<file path="src/rtl/abc_pkg.sv">
// ---------------------------------------------------------------------------
// abc_pkg
//   Shared definitions for the abc_responder block: FSM state encoding and
//   default parameter values used by the top level and its bus interface.
// ---------------------------------------------------------------------------
package abc_pkg;

    // Cycles after reset release during which every request is refused.
    localparam int HOLDOFF_CYCLES_DEFAULT = 20;

    // Width of the statistics counters.
    localparam int CNT_W_DEFAULT = 16;

    typedef enum logic [1:0] {
        ST_HOLDOFF = 2'd0,
        ST_RUN     = 2'd1,
        ST_PAUSE   = 2'd2
    } state_e;

endpackage : abc_pkg

</file>
<file path="src/rtl/abc_responder_if.sv">
// ---------------------------------------------------------------------------
// abc_responder_if
//   Request/response bus of the abc_responder.
//   master : drives a, enable, inject_err; observes responses and statistics
//   slave  : the responder side
//   Signals:
//     a           request, one transaction per sampled-high cycle
//     enable      responder enable
//     inject_err  suppresses c of the transaction accepted in the same cycle
//     b, c, d     first phase, second phase, done pulse
//     busy        any accepted transaction still in flight
//     ready       responder is in RUN
//     txn_count   transactions completed with c
//     err_count   transactions completed with c suppressed
//     drop_count  refused requests
// ---------------------------------------------------------------------------
interface abc_responder_if
    import abc_pkg::*;
#(
    parameter int CNT_W = CNT_W_DEFAULT
) ();

    logic             a;
    logic             enable;
    logic             inject_err;
    logic             b;
    logic             c;
    logic             d;
    logic             busy;
    logic             ready;
    logic [CNT_W-1:0] txn_count;
    logic [CNT_W-1:0] err_count;
    logic [CNT_W-1:0] drop_count;

    modport master (
        output a, enable, inject_err,
        input  b, c, d, busy, ready, txn_count, err_count, drop_count
    );

    modport slave (
        input  a, enable, inject_err,
        output b, c, d, busy, ready, txn_count, err_count, drop_count
    );

endinterface : abc_responder_if

</file>
<file path="src/rtl/sat_counter.sv">
// ---------------------------------------------------------------------------
// sat_counter
//   Up counter that stops at its all-ones value instead of wrapping.
//   Ports:
//     clk    clock
//     rst_n  asynchronous active-low reset, clears the count
//     inc    increment request for this cycle
//     q      current count
// ---------------------------------------------------------------------------
module sat_counter #(
    parameter int W = 16
) (
    input  logic         clk,
    input  logic         rst_n,
    input  logic         inc,
    output logic [W-1:0] q
);

    logic [W-1:0] cnt_q;

    // NOTE: sequential state is always assigned with <= so every flop samples
    // the pre-edge values of its sources, independent of block ordering.
    always_ff @(posedge clk or negedge rst_n) begin
        if (!rst_n) begin
            cnt_q <= '0;
        end else if (inc && (cnt_q != '1)) begin
            cnt_q <= cnt_q + W'(1);
        end
    end

    assign q = cnt_q;

endmodule : sat_counter

</file>
<file path="src/rtl/abc_responder.sv">
// ---------------------------------------------------------------------------
// abc_responder
//   Accepts single-cycle requests and answers each with a fixed two-phase
//   response: b one cycle after acceptance, then c and the done pulse d one
//   cycle later. A holdoff window after reset refuses all requests; while
//   running, enable pauses and resumes acceptance. Refused requests, clean
//   completions and error-injected completions are counted with saturating
//   counters.
//   Ports:
//     clk    clock, all logic on the rising edge
//     rst_n  asynchronous active-low reset
//     bus    abc_responder_if slave modport (request, responses, statistics)
//   Parameters:
//     HOLDOFF_CYCLES  length of the post-reset refusal window (minimum 1)
//     CNT_W           statistics counter width, must match the bus CNT_W
// ---------------------------------------------------------------------------
module abc_responder
    import abc_pkg::*;
#(
    parameter int HOLDOFF_CYCLES = HOLDOFF_CYCLES_DEFAULT,
    parameter int CNT_W          = CNT_W_DEFAULT
) (
    input  logic            clk,
    input  logic            rst_n,
    abc_responder_if.slave  bus
);

    localparam int HC_W      = (HOLDOFF_CYCLES > 1) ? $clog2(HOLDOFF_CYCLES) : 1;
    localparam int HOLD_LAST = (HOLDOFF_CYCLES > 0) ? HOLDOFF_CYCLES - 1 : 0;

    // ------------------------------------------------------------------
    // Control FSM
    // ------------------------------------------------------------------
    state_e          state_q;
    logic [HC_W-1:0] hcnt_q;
    logic            ready_q;

    // ready is updated together with the state so it is a plain flop output.
    always_ff @(posedge clk or negedge rst_n) begin
        if (!rst_n) begin
            state_q <= ST_HOLDOFF;
            hcnt_q  <= '0;
            ready_q <= 1'b0;
        end else begin
            case (state_q)
                ST_HOLDOFF: begin
                    // The count starts at 0 on the first edge after release,
                    // so the last holdoff cycle is the one where it reads
                    // HOLDOFF_CYCLES-1.
                    if (hcnt_q == HC_W'(HOLD_LAST)) begin
                        hcnt_q  <= '0;
                        state_q <= bus.enable ? ST_RUN : ST_PAUSE;
                        ready_q <= bus.enable;
                    end else begin
                        hcnt_q <= hcnt_q + HC_W'(1);
                    end
                end
                ST_RUN: begin
                    if (!bus.enable) begin
                        state_q <= ST_PAUSE;
                        ready_q <= 1'b0;
                    end
                end
                ST_PAUSE: begin
                    if (bus.enable) begin
                        state_q <= ST_RUN;
                        ready_q <= 1'b1;
                    end
                end
                default: begin
                    state_q <= ST_HOLDOFF;
                    hcnt_q  <= '0;
                    ready_q <= 1'b0;
                end
            endcase
        end
    end

    // ------------------------------------------------------------------
    // Request qualification
    // ------------------------------------------------------------------
    // enable must be high in the same cycle as RUN; a request arriving on the
    // cycle enable drops is refused even though the state is still RUN.
    logic accept;
    logic refuse;

    assign accept = bus.a & bus.enable & (state_q == ST_RUN);
    assign refuse = bus.a & ~accept;

    // ------------------------------------------------------------------
    // Two-stage response pipeline
    //   stage 1 valid drives b, stage 2 valid drives d; each stage carries
    //   its own error flag so back-to-back transactions stay independent.
    // ------------------------------------------------------------------
    logic s1_v_q;
    logic s1_e_q;
    logic s2_v_q;
    logic s2_e_q;
    logic c_q;

    // The pipeline advances regardless of FSM state, so anything already
    // accepted completes even after a move to PAUSE.
    always_ff @(posedge clk or negedge rst_n) begin
        if (!rst_n) begin
            s1_v_q <= 1'b0;
            s1_e_q <= 1'b0;
            s2_v_q <= 1'b0;
            s2_e_q <= 1'b0;
            c_q    <= 1'b0;
        end else begin
            s1_v_q <= accept;
            s1_e_q <= accept & bus.inject_err;
            s2_v_q <= s1_v_q;
            s2_e_q <= s1_e_q;
            c_q    <= s1_v_q & ~s1_e_q;
        end
    end

    assign bus.b     = s1_v_q;
    assign bus.c     = c_q;
    assign bus.d     = s2_v_q;
    assign bus.busy  = s1_v_q | s2_v_q;
    assign bus.ready = ready_q;

    // ------------------------------------------------------------------
    // Statistics
    //   Completions are counted on the d cycle; reset clears the pipeline
    //   before any in-flight transaction can reach d, so it is never counted.
    // ------------------------------------------------------------------
    logic txn_inc;
    logic err_inc;

    assign txn_inc = s2_v_q & ~s2_e_q;
    assign err_inc = s2_v_q &  s2_e_q;

    sat_counter #(.W(CNT_W)) u_txn_cnt (
        .clk   (clk),
        .rst_n (rst_n),
        .inc   (txn_inc),
        .q     (bus.txn_count)
    );

    sat_counter #(.W(CNT_W)) u_err_cnt (
        .clk   (clk),
        .rst_n (rst_n),
        .inc   (err_inc),
        .q     (bus.err_count)
    );

    sat_counter #(.W(CNT_W)) u_drop_cnt (
        .clk   (clk),
        .rst_n (rst_n),
        .inc   (refuse),
        .q     (bus.drop_count)
    );

endmodule : abc_responder

</file>
<file path="src/flat_wrapper.sv">
// flat-port wrapper written by rule: the top's interface ports become plain ports
module abc_responder_flat import abc_pkg::*;
#(
    parameter int HOLDOFF_CYCLES = HOLDOFF_CYCLES_DEFAULT,
    parameter int CNT_W          = CNT_W_DEFAULT
)
  (clk, rst_n, bus_a, bus_enable, bus_inject_err, bus_b, bus_c, bus_d, bus_busy, bus_ready, bus_txn_count, bus_err_count, bus_drop_count);
  abc_responder_if #(.CNT_W(CNT_W)) bus_i ();
  input  logic clk;
  input  logic rst_n;
  input wire logic [$bits(bus_i.a)-1:0] bus_a;
  input wire logic [$bits(bus_i.enable)-1:0] bus_enable;
  input wire logic [$bits(bus_i.inject_err)-1:0] bus_inject_err;
  output wire logic [$bits(bus_i.b)-1:0] bus_b;
  output wire logic [$bits(bus_i.c)-1:0] bus_c;
  output wire logic [$bits(bus_i.d)-1:0] bus_d;
  output wire logic [$bits(bus_i.busy)-1:0] bus_busy;
  output wire logic [$bits(bus_i.ready)-1:0] bus_ready;
  output wire logic [$bits(bus_i.txn_count)-1:0] bus_txn_count;
  output wire logic [$bits(bus_i.err_count)-1:0] bus_err_count;
  output wire logic [$bits(bus_i.drop_count)-1:0] bus_drop_count;
  assign bus_i.a = bus_a;
  assign bus_i.enable = bus_enable;
  assign bus_i.inject_err = bus_inject_err;
  assign bus_b = bus_i.b;
  assign bus_c = bus_i.c;
  assign bus_d = bus_i.d;
  assign bus_busy = bus_i.busy;
  assign bus_ready = bus_i.ready;
  assign bus_txn_count = bus_i.txn_count;
  assign bus_err_count = bus_i.err_count;
  assign bus_drop_count = bus_i.drop_count;
  abc_responder #(.HOLDOFF_CYCLES(HOLDOFF_CYCLES), .CNT_W(CNT_W)) u_core (.clk(clk), .rst_n(rst_n), .bus(bus_i));
endmodule
</file>
<file path="config.mk">
export PLATFORM = sky130hd
export DESIGN_NAME = abc_responder_flat
export DESIGN_NICKNAME = d
export VERILOG_FILES = /design/src/rtl/abc_pkg.sv /design/src/rtl/abc_responder_if.sv /design/src/rtl/sat_counter.sv /design/src/rtl/abc_responder.sv /design/src/flat_wrapper.sv
export SDC_FILE = /design/constraint.sdc
export NUM_CORES = 1
export LEC_CHECK = 0
export CAP_MARGIN = 5
export CORE_ASPECT_RATIO = 1.75
export CORE_MARGIN = 10
export CORE_UTILIZATION = 40
export CTS_BUF_LIST = sky130_fd_sc_hd__clkbuf_16
export CTS_CLUSTER_DIAMETER = 40
export DETAILED_ROUTE_END_ITERATION = 6
export PLACE_DENSITY = 0.66
export SYNTH_ARGS = -nofsm -noshare
export SYNTH_HDL_FRONTEND = slang
export SYNTH_SLANG_ARGS = --single-unit
</file>
<file path="constraint.sdc">
create_clock -name clk -period 2 [get_ports clk]
set_input_delay 0.6 -clock clk [delete_from_list [all_inputs] [get_ports clk]]
set_output_delay 0.6 -clock clk [all_outputs]
set_load 0.02 [all_outputs]
</file>
; ---- Yosys cells after proc, flatten, opt, wreduce, memory -nomap -nowiden
; Index checks and enable logic that the tools add are counted.
[totals]
reg_bits = 61
input_bits = 5
out_inout_bits = 53
wordCells = 52
[classes]
n_addsub = 4
eq_ne = 9
mux = 11
bitwise_logic = 11
reduce_logical = 6
[ops]
columns = cell, n
row1 = 16-bit by 1-bit adder with 16-bit output (second input constant), 3
row2 = 16-bit != test (second input constant), 3
row3 = 5-bit case mux with 2 select lines, 1
row4 = 2-bit two-way mux, 4
row5 = 1-bit AND, 7
row6 = 2-bit case mux with 3 select lines, 1
row7 = 5-bit by 1-bit adder with 5-bit output (second input constant), 1
row8 = 5-bit equality test (second input constant), 1
row9 = 5-bit two-way mux, 1
row10 = 2-bit != test (second input constant), 2
row11 = 1-bit logical AND, 3
row12 = 1-bit two-way mux, 3
row13 = 1-bit inverter, 3
row14 = 1-bit case mux with 3 select lines, 1
row15 = 3-bit AND reduction, 1
row16 = 2-bit by 1-bit equality test with 1-bit output (second input constant), 1
row17 = 2-bit equality test (second input constant), 1
row18 = 2-bit logical NOT, 1
row19 = 2-bit by 1-bit != test with 1-bit output (second input constant), 1
row20 = 2-bit OR reduction, 1
row21 = 1-bit bitwise OR, 1

; ---- Logic depth before layout (Yosys ltp)
[logic_depth]
word_depth = 5
mapped_depth = 6
depth_no_buf = 6

; ---- Cells and area by module
; A second synthesis with hierarchy kept.
[hier_totals]
hier_cells = 278
hier_area_um2 = 3264.4
[by_module_without_submodules]
columns = mod, instances, cells_each, area_each_um2, seq_area_each_um2
row1 = sat_counter, 3, 72, 859.6, 400.4
row2 = abc_responder, 1, 62, 685.7, 325.3

; ---- Worst setup path before layout
; Ideal clock, no wire load.
[synth_timing]
path_kind = flip-flop to flip-flop
from = reg u_core.u_txn_cnt.cnt_q[0], in the netlist u_core.u_txn_cnt.q[0]
to = reg u_core.u_txn_cnt.cnt_q[1], in the netlist u_core.u_txn_cnt.q[1]
setup_ps = 125
arrival_ps = 1774
required_ps = 1875
slack_ps = 101
stages_incl_launch_ff = 7
n_path_buf = 1
period_less_slack_ps = 1899
cell_sequence = dfrtp_1 > ha_1 > buf_2 > nand4_1 > nor4_2 > nor2_1 > mux2_2
[synth_via]
elab_chain_len = 2
elab_cells_between_ends = 3
cone_classes = 1 x add/sub / 1 x eq/ne / 1 x reduce/logical
[synth_rtl]
columns = item, line
row1 = from (decl), sat_counter.sv:19  ; logic [W-1:0] cnt_q;
row2 = from (signal assigned), sat_counter.sv:27  ; cnt_q <= cnt_q + W'(1);
row3 = "parallel branches: the longest is 2 deep, another holds 16-bit by 1-bit adder with 16-bit output", -
; Parallel ways; which one is timed is not known.
; A chain may end at the register's enable or synchronous reset.

; ---- Worst setup path in the final report
[layout_timing]
from = reg u_core.s1_v_q, in the netlist u_core.bus.b
to = out bus_busy
[layout_via]
elab_chain_len = 1
[layout_rtl]
columns = item, line
row1 = from (decl), abc_responder.sv:95  ; logic s1_v_q;
row2 = from (signal assigned), abc_responder.sv:111  ; s1_v_q <= accept;
row3 = 1-bit bitwise OR, abc_responder.sv:122  ; assign bus.busy = s1_v_q | s2_v_q;
row4 = to (decl), flat_wrapper.sv:17  ; output wire logic [$bits(bus_i.busy)-1:0] bus_busy;
; No other way between the ends.

==> results.yml <==
timing:
  period_share: 0.979
  layout_min_cycle_time_ns: 1.96
  drv_slew: 0
  fmax_mhz: 511
  holdWs_ns: 0.210
  fin_skew_ns: 0.00453
  worstMarginPinSlew_ns: 0.469
  rsz0062_at_grt: "false"
  timing_hold_violations_final: 0
  max_slew_margin: 0.684
  setup_viol: 0
grt:
  antenna_found_initial: 0
  globalRouteTotalUtil: 0.132
  grt_pass1_wl_mm: 12.4
  grt_max_degree: 31
  gr-total-overflow: 0
  grt_pass1_vias: 2604
layout:
  drive_gt1_frac: 0.145
  fin_cells: 473
  diodes: 0
  fill_cells: 691
  area_growth_pct: 37.0
  nNetsFinal: 392
setup_path:
  crit_slowest_cell: "dfrtp_1"
  cp.required_ns: 1.40
  critPathBufInv: 1
  cp-end-kind: "output pin"
  start_kind: "flop"
  slowest_delay_ns: 0.40
  worst-path-max-fanout: 4
  setup.worst_path.class: "flop to output pin"
  r2r-end: "u_core.u_drop_cnt.q[15]"
  crit_path_cell_trace: "or2_2 -> dlygate4sd2_1"
  reg2reg_slack_ns: 0.26
  cp_data_arrival_time_ns: 1.36
  r2r_cells: 5
  cpLargestDelayFamily: "flip-flops"
  r2r-start: "u_core.u_drop_cnt.q[10]"
placed_design:
  port_buffers: 57
  place_congestion: 0.813
  placedCellCount: 457
  place_hpwl_mm: 5.59
clock_tree:
  cts_tree: "done"
  clockBufferDepth: 2
  cts_inserted_buffers: 9
  cts-root-buf: "clkbuf_16"
  htreeDepth: 3
  clock_sinks: 61
  clkTransAtPathRegs_ns: 0.05
  clock_latency_ns: 0.33
logic_synthesis:
  yosysUniqueCellTypes: 44
  synthDominantCellAreaShare: 0.502
  synth_edf_count: 0
  yosysWarnings: 0
  synth.mux.area_fraction: 0.0362
  synth_top_cells_by_area: "dfrtp_1, xor2_1, nand2_1, nor3_1, nand4_1"
  synth.ff_latch_count: 61
  avgSynthCellArea_um2: 10.4
  synth_fa_ha_area_frac: 0.0288
  synth_seq_area_share: 0.502
  yosys.area_share.simple: 0.239
  synth_nets: 305
  synth-xor-area-share: 0.0863
  ys.flop_type: "dfrtp_1"
  synth_area_um2: 3040
  synth_top_family_by_area: "simple AND/OR/NAND/NOR gates"
  synth_top_cell_by_area: "dfrtp_1"
  synth-compound-area-share: 0.0892
  postSynthCellCount: 293
  ys_async_sr_fraction: 1.00
drt:
  drt_wl_total_mm: 7.38
  vias_per_cell: 5.40
  antenna_left: 0
  drt_iter0_markers: 147
  vias: 2553
  drcViolationCount: 0
  first_pass_iters: 4
  avgRoutedWirePerCell_um: 15.6
pwr:
  peakVddDrop_mv: 0.756
  finalPower_w: 0.00402
  powerDensity_nw_per_um2: 963
  p_leak_nw: 2.28
floorplanning:
  die_area_um2: 11600
  core_um2: 7510
  num_rows: 42
  ioPinCount: 58
  floorplan.initialDensity: 0.405
  die_w_um: 85.9
  die_h_um: 135
worst_hold_path:
  hold_class: "primary input to asynchronous set/reset pin"
job:
  maxCapViolations: 0
outcome:
  status: "complete, no violations"
Yosys cell counts, types with 4 or more instances:
cell type  number
dfrtp_1        61
nand4_1        15
nand2_1        26
xnor2_1         4
nor2_1         17
nor4_1          6
ha_1            7
mux2_2          7
a21oi_1        13
nand3_1        14
xor2_1         26
o21ai_0         9
nor3b_1         4
inv_1          12
nor3_1         19
per-stage QoR:
stage | setup WS, ns | setup TNS, ns | area, um^2 | utilization
3_3_place_gp | -0.155 | -1.19 | 3900 | 0.518
2_1_floorplan | 0.101 | 0 | 3040 | -
6_report | 0.0421 | 0 | 4170 | 0.555
3_5_place_dp | -0.227 | -1.70 | 3900 | 0.518
5_1_grt | 0.00729 | 0 | 4170 | 0.555
4_1_cts | 0.00781 | 0 | 4110 | 0.547
kinds of logic (layout without fill, tap and decap cells):
kind of cell,after synthesis,after routing
AOI/OAI and AO/OA,42,42
xor gates and xnor gates,30,30
adders and majority gates,7,7
buffers and inverters,15,107
DFF,61,61
muxes,10,10
and+or+nand+nor,128,128
metal layers:
metal  track usage  up-vias  wire [um]
li1              -     1241          -
met1         0.133     1241       2800
met2         0.229       56       3970
met3        0.0458       15        436
met4        0.0744        0        171
met5             0        -          0
where the power goes:
group	internal (W)	switching (W)
Clock	0.000808	0.000514
Combinational	0.000507	0.000607
Sequential	0.00139	0.000186
Total	0.00271	0.00131
worst max path at each step:
stage	end	cells after the start	slack, ns	from
6_report	bus_busy	2	0.04	u_core.bus.b
3_5_place_dp	u_core.u_drop_cnt.q[10]	6	-0.23	bus_a
3_3_place_gp	u_core.u_drop_cnt.q[11]	6	-0.15	bus_a
4_1_cts	bus_txn_count[14]	1	0.008	u_core.u_txn_cnt.q[14]
2_1_floorplan	u_core.u_txn_cnt.q[1]	6	0.10	u_core.u_txn_cnt.q[0]
5_1_grt	bus_busy	2	0.007	u_core.bus.b
layout make-up:
cell class              instances  area, um^2  area share
clock inverters                 7        28.8     0.00690
repair buffers                 79         761       0.182
flip-flops and latches         61        1530       0.366
multi-input cells             217        1470       0.353
clock buffers                   9         225      0.0540
inverters                      12        45.0      0.0108
well taps                      88         110      0.0264
state kept, by name (all words and copies together) (netlist names):
name                 count
u_core.u_err_cnt.q      16
u_core.s2_e_q            1
u_core.u_drop_cnt.q     16
u_core.bus.d             1
u_core.bus.b             1
u_core.u_txn_cnt.q      16
u_core.hcnt_q            5
u_core.bus.c             1
u_core.state_q           2
u_core.bus.ready         1
u_core.s1_e_q            1
placed cells by master, fill, tap and decap left out, types with 4 or more instances in the layout:
master / count
clkdlybuf4s50_1: 9
nor4_1: 5
xnor2_1: 4
nor3_1: 19
dlymetal6s2s_1: 17
nand4_1: 15
ha_1: 7
nor4_2: 4
mux2_2: 7
dfrtp_1: 61
buf_4: 20
dlygate4sd2_1: 30
clkbuf_16: 9
o21ai_0: 9
nand2_1: 26
nor3b_1: 4
xor2_1: 26
a21oi_1: 13
nand3_1: 14
inv_1: 17
nor2_1: 17
repair_timing:
| action | 4_1_cts | 5_1_grt |
|---|---|---|
| setup buffers | 0 | 0 |
| gates resized for setup | 30 | 19 |
| hold buffers | 0 | 0 |
| pin swaps | 0 | 0 |
| setup endpoints to repair | 30 | 19 |
(Power assumes the default switching activity.)
